[src/rtl/multicycle_sequencer.sv]
// multicycle_sequencer: steps each instruction through fetch and execute machine cycles of one-hot beats,
// stretching beats on pending bus transfers and locking into an error state on bus-wait timeout.
module multicycle_sequencer #(
    parameter int MAX_PHASES = 4,
    parameter int CNT_W      = 2,
    parameter int IF_PHASES  = 2,
    parameter int TO_W       = 8,
    parameter int WAIT_LIMIT = 255
) (
    input  logic                  clk,
    input  logic                  rst,
    input  logic                  run,
    input  logic                  halt,
    input  logic [CNT_W-1:0]      ex_len,
    input  logic                  bus_req,
    input  logic                  bus_done,
    output logic [MAX_PHASES-1:0] phase,
    output logic                  mif,
    output logic                  mex,
    output logic                  ir_en,
    output logic                  insn_done,
    output logic                  stall,
    output logic                  busy,
    output logic                  bus_timeout
);
    typedef enum logic [1:0] {IDLE, FETCH, EXEC, ERROR} state_t;
    state_t                  r_state, w_next;
    logic [CNT_W-1:0]        r_beat, r_len, w_nbeat, w_len;
    logic [TO_W-1:0]         r_wait;
    logic [MAX_PHASES-1:0]   r_phase;
    logic                    r_mif, r_mex, r_busy, r_to;
    logic                    w_busy, w_stall, w_adv, w_last, w_go;
    // In EXEC T1 the decoder output is live; later beats use the length latched when T1 completed.
    always_comb begin
        w_busy  = r_state == FETCH || r_state == EXEC;
        w_stall = w_busy && bus_req && !bus_done;
        w_adv   = w_busy && !w_stall;
        w_len   = r_state == FETCH ? CNT_W'(IF_PHASES - 1) : r_beat == '0 ? ex_len : r_len;
        w_last  = r_beat == w_len;
        w_go    = run && !halt;
        w_next  = r_state;
        w_nbeat = r_beat;
        if (r_state == IDLE && w_go) begin
            w_next  = FETCH;
            w_nbeat = '0;
        end else if (w_adv) begin
            w_next  = !w_last ? r_state : r_state == FETCH ? EXEC : w_go ? FETCH : IDLE;
            w_nbeat = w_last ? '0 : r_beat + 1'b1;
        end else if (w_stall && r_wait == TO_W'(WAIT_LIMIT - 1)) begin
            w_next = ERROR;
        end
    end
    always_ff @(posedge clk) begin
        if (rst) begin
            r_state <= IDLE;
            r_beat  <= '0;
            r_len   <= '0;
            r_wait  <= '0;
            r_phase <= '0;
            r_mif   <= 1'b0;
            r_mex   <= 1'b0;
            r_busy  <= 1'b0;
            r_to    <= 1'b0;
        end else begin
            r_state <= w_next;
            r_beat  <= w_nbeat;
            r_wait  <= w_stall ? r_wait + 1'b1 : '0;
            if (r_state == EXEC && r_beat == '0 && w_adv)
                r_len <= ex_len;
            r_phase <= (w_next == FETCH || w_next == EXEC) ? MAX_PHASES'(1) << w_nbeat : '0;
            r_mif   <= w_next == FETCH;
            r_mex   <= w_next == EXEC;
            r_busy  <= w_next == FETCH || w_next == EXEC;
            r_to    <= w_next == ERROR;
        end
    end
    assign phase       = r_phase;
    assign mif         = r_mif;
    assign mex         = r_mex;
    assign busy        = r_busy;
    assign bus_timeout = r_to;
    assign stall       = w_stall;
    assign ir_en       = r_state == FETCH && w_adv && w_last;
    assign insn_done   = r_state == EXEC && w_adv && w_last;
endmodule
[config.mk]
export PLATFORM = sky130hd
export DESIGN_NAME = multicycle_sequencer
export DESIGN_NICKNAME = d
export VERILOG_FILES = /design/src/rtl/multicycle_sequencer.sv
export SDC_FILE = /design/constraint.sdc
export NUM_CORES = 1
export LEC_CHECK = 0
export CORE_MARGIN = 3
export CORE_UTILIZATION = 54
export CTS_CLUSTER_DIAMETER = 80
export CTS_CLUSTER_SIZE = 30
export DETAILED_ROUTE_END_ITERATION = 7
export GPL_ROUTABILITY_DRIVEN = 0
export PLACE_DENSITY = 0.81
export SLEW_MARGIN = 20
export SYNTH_ARGS = -nofsm -noshare
export SYNTH_HDL_FRONTEND = slang
export SYNTH_SLANG_ARGS = --single-unit
[constraint.sdc]
create_clock -name clk -period 8.3 [get_ports clk]
set_input_delay 1.245 -clock clk [delete_from_list [all_inputs] [get_ports clk]]
set_output_delay 1.245 -clock clk [all_outputs]
set_load 0.01 [all_outputs]
==> summary.txt <==
port bufs -> 18
clock buffer depth -> 2
slowest CP cell -> clkdlybuf4s50_1
core area -> 1840 µm²
CP Data Required Time -> 7050 ps
largest net degree at the start of global routing -> 12
ys flop type -> dfxtp_1
final wirelength -> 2070 µm
ys async rst share -> 0
Mapped Nets -> 136
Max Freq -> 213 MHz
CTS Root Cell -> clkbuf_4
number of post-CTS setup repair buffers -> 0
Area Growth Syn to Fin -> 19.3%
skew final -> 1.25 ps
Avg Vias per Cell -> 5.54
placed cell area -> 1310 µm²
global-route wire length before repair -> 3510 µm
CTS Sinks -> 22
number of synthesized register bits -> 22
# IOs -> 19
share of post-route cells with drive strength above 1 -> 0.0949
WP buf/inv -> 2
vias in the first global route -> 826
Vias -> 898
Total GRT Usage -> 0.181
Clock Pin Slew Worst Setup and Hold Paths -> 110 ps
fin util -> 0.722
final hold vios -> 0
Resize count post-CTS -> 0
top post-synthesis cells by area -> dfxtp_1 (40%), ha_1 (10%), nor2_1 (5.4%)
top cell type's share of synthesized area -> 0.396
CP arrival -> 3440 ps
kind of critical path -> primary input to primary output
Nets -> 156
cell with the most instances after synthesis -> dfxtp_1
setup violators final -> 0
Yosys warnings -> 0
Final Cycle Share -> 0.564
maximum vdd drop -> 0.135 mV
Cell Rows -> 15
H-tree depth -> 1
setup ws final -> 3620 ps
Num CTS Buffers -> 3
pre-CTS setup slack -> 3620 ps
ant diodes -> 0
Hold Crit Start -> r_wait[0]
initial antenna violation count -> 0
Residual DRC -> 0
max incr delay on CP -> 530 ps
finished layout cell area -> 1330 µm²
Fin Hold WS -> 470 ps
Pre-Repair DR Iteration Count -> 4
CTS tree -> built
crit start category -> primary input
max cap viols -> 0
Iter 0 DRT Violations -> 12
Die ar. -> 2640 µm²
HP Class -> flop to flop
Die Span X -> 51.4 µm
RSZ-0062 raised after global routing -> false
detailed placement HPWL -> 1670 µm
Post-synth top cells -> dfxtp_1 (22), nor2_1 (16), ha_1 (9), inv_1 (9)
outcome -> finished clean
Initial Util -> 0.605
Die Y -> 51.4 µm
grt total ovfl -> 0
synthesized cell area -> 1110 µm²
# hold bufs at CTS -> 0
Worst Setup SP -> ex_len[0]
DRT antenna net count -> 0
Routed WL per cell -> 12.8 µm
Post-synth EDFFs -> 0
Slew @ Worst Pin -> 379 ps
sequential element share of the synthesized area -> 0.396
Unique masters post-synth -> 38
Cell Pwr Density -> 145 nW/µm²
leakage power -> 0.000533 µW
Post-Syn Instances -> 119
clk_lat worst skew -> 300 ps
normalized max-slew margin -> 0.746
ordered list of cells on the worst path -> clkdlybuf4s50_1 -> mux2_4 -> or3_4 -> a221oi_2 -> and2_2 -> clkdlybuf4s50_1
final slew viol count -> 0
syn_area_per_cell -> 9.35 µm²
Fin Setup TNS -> 0 ps
Synth area leader -> dfxtp_1
Setup crit end kind -> primary output
worst r2r src -> r_beat[1]
Top delay family on crit path -> buffers and inverters
Worst path most repeated cell -> clkdlybuf4s50_1
post-route minimum period -> 4680 ps
Crit Path Max Fanout -> 4
## area by class of cell
| class | count | area (µm²) |
|---|---|---|
| inverters | 9 | 33.8 |
| multi-input cells | 85 | 619 |
| well taps | 25 | 31.3 |
| flip-flops and latches | 22 | 440 |
| fillers | 161 | 512 |
| repair buffers | 18 | 180 |
| clock buffers | 3 | 22.5 |
## worst reg2reg max path, stage by stage (launching register included)
cell	delay, ps
dfxtp_1	330
inv_1	150
ha_1	310
mux2_4	340
or3_4	350
a221oi_2	400
mux2_4	360
nor2_1	140
ha_1	250
nor2_1	220
inv_1	80
and4bb_1	240
## power breakdown
group / internal, µW / total [µW] / switching [µW]
Combinational: 17.5 / 36.2 / 18.7
Sequential: 109 / 110 / 1.45
Clock: 16.9 / 46.6 / 29.6
Total: 143 / 193 / 49.7
## cells in the final DEF (no fill, tap or decap), types with 3 or more instances in the layout
master | synthesis | layout
a21oi_1 | 4 | 4
clkbuf_4 | 0 | 3
clkdlybuf4s50_1 | 0 | 18
dfxtp_1 | 22 | 22
ha_1 | 9 | 9
inv_1 | 9 | 9
mux2i_1 | 3 | 3
nand2_1 | 3 | 3
nand3_1 | 5 | 5
nor2_1 | 16 | 16
nor2b_1 | 3 | 3
nor3_1 | 5 | 5
o21ai_0 | 4 | 4
xor2_1 | 3 | 3
## layer usage
layer,routed length (µm),GRT usage,up-vias
li1,-,-,450
met1,913,0.192,427
met2,1060,0.326,17
met3,53,0.0350,4
met4,42,0.105,0
met5,0,0,-
## cell families after synthesis
logic type	Yosys count	share of synthesized area
buffers and inverters	12	0.0472
AO/OA/AOI/OAI	14	0.0934
XOR/XNOR	5	0.0394
multiplexers	7	0.0742
flip-flops	22	0.396
adder cells (fa/ha/maj)	9	0.101
AND/OR/NAND/NOR	50	0.249
## per-stage QoR
stage | power [µW] | instances
floorplan | 136 | 119
global placement | 147 | 159
detailed placement | 149 | 159
CTS | 195 | 162
global route | 204 | 162
finish | 193 | 162
## flip-flops by register name (all words and copies together) (netlist names)
| signal | flops |
|---|---|
| busy | 1 |
| mif | 1 |
| mex | 1 |
| r_state | 2 |
| bus_timeout | 1 |
| phase | 4 |
| r_len | 2 |
| r_beat | 2 |
| r_wait | 8 |
## path summary, 6_finish.rpt
| kind | endpoint | slack (ps) | cells past startpoint |
|---|---|---|---|
| hold / removal | r_wait[0] | 470 | 1 |
| setup / recovery | ir_en | 3620 | 6 |
| hold reg to reg | r_wait[0] | 470 | 1 |
| setup reg to reg | phase[1] | 5080 | 11 |
Note: power is estimated with default switching activity, not from simulation.
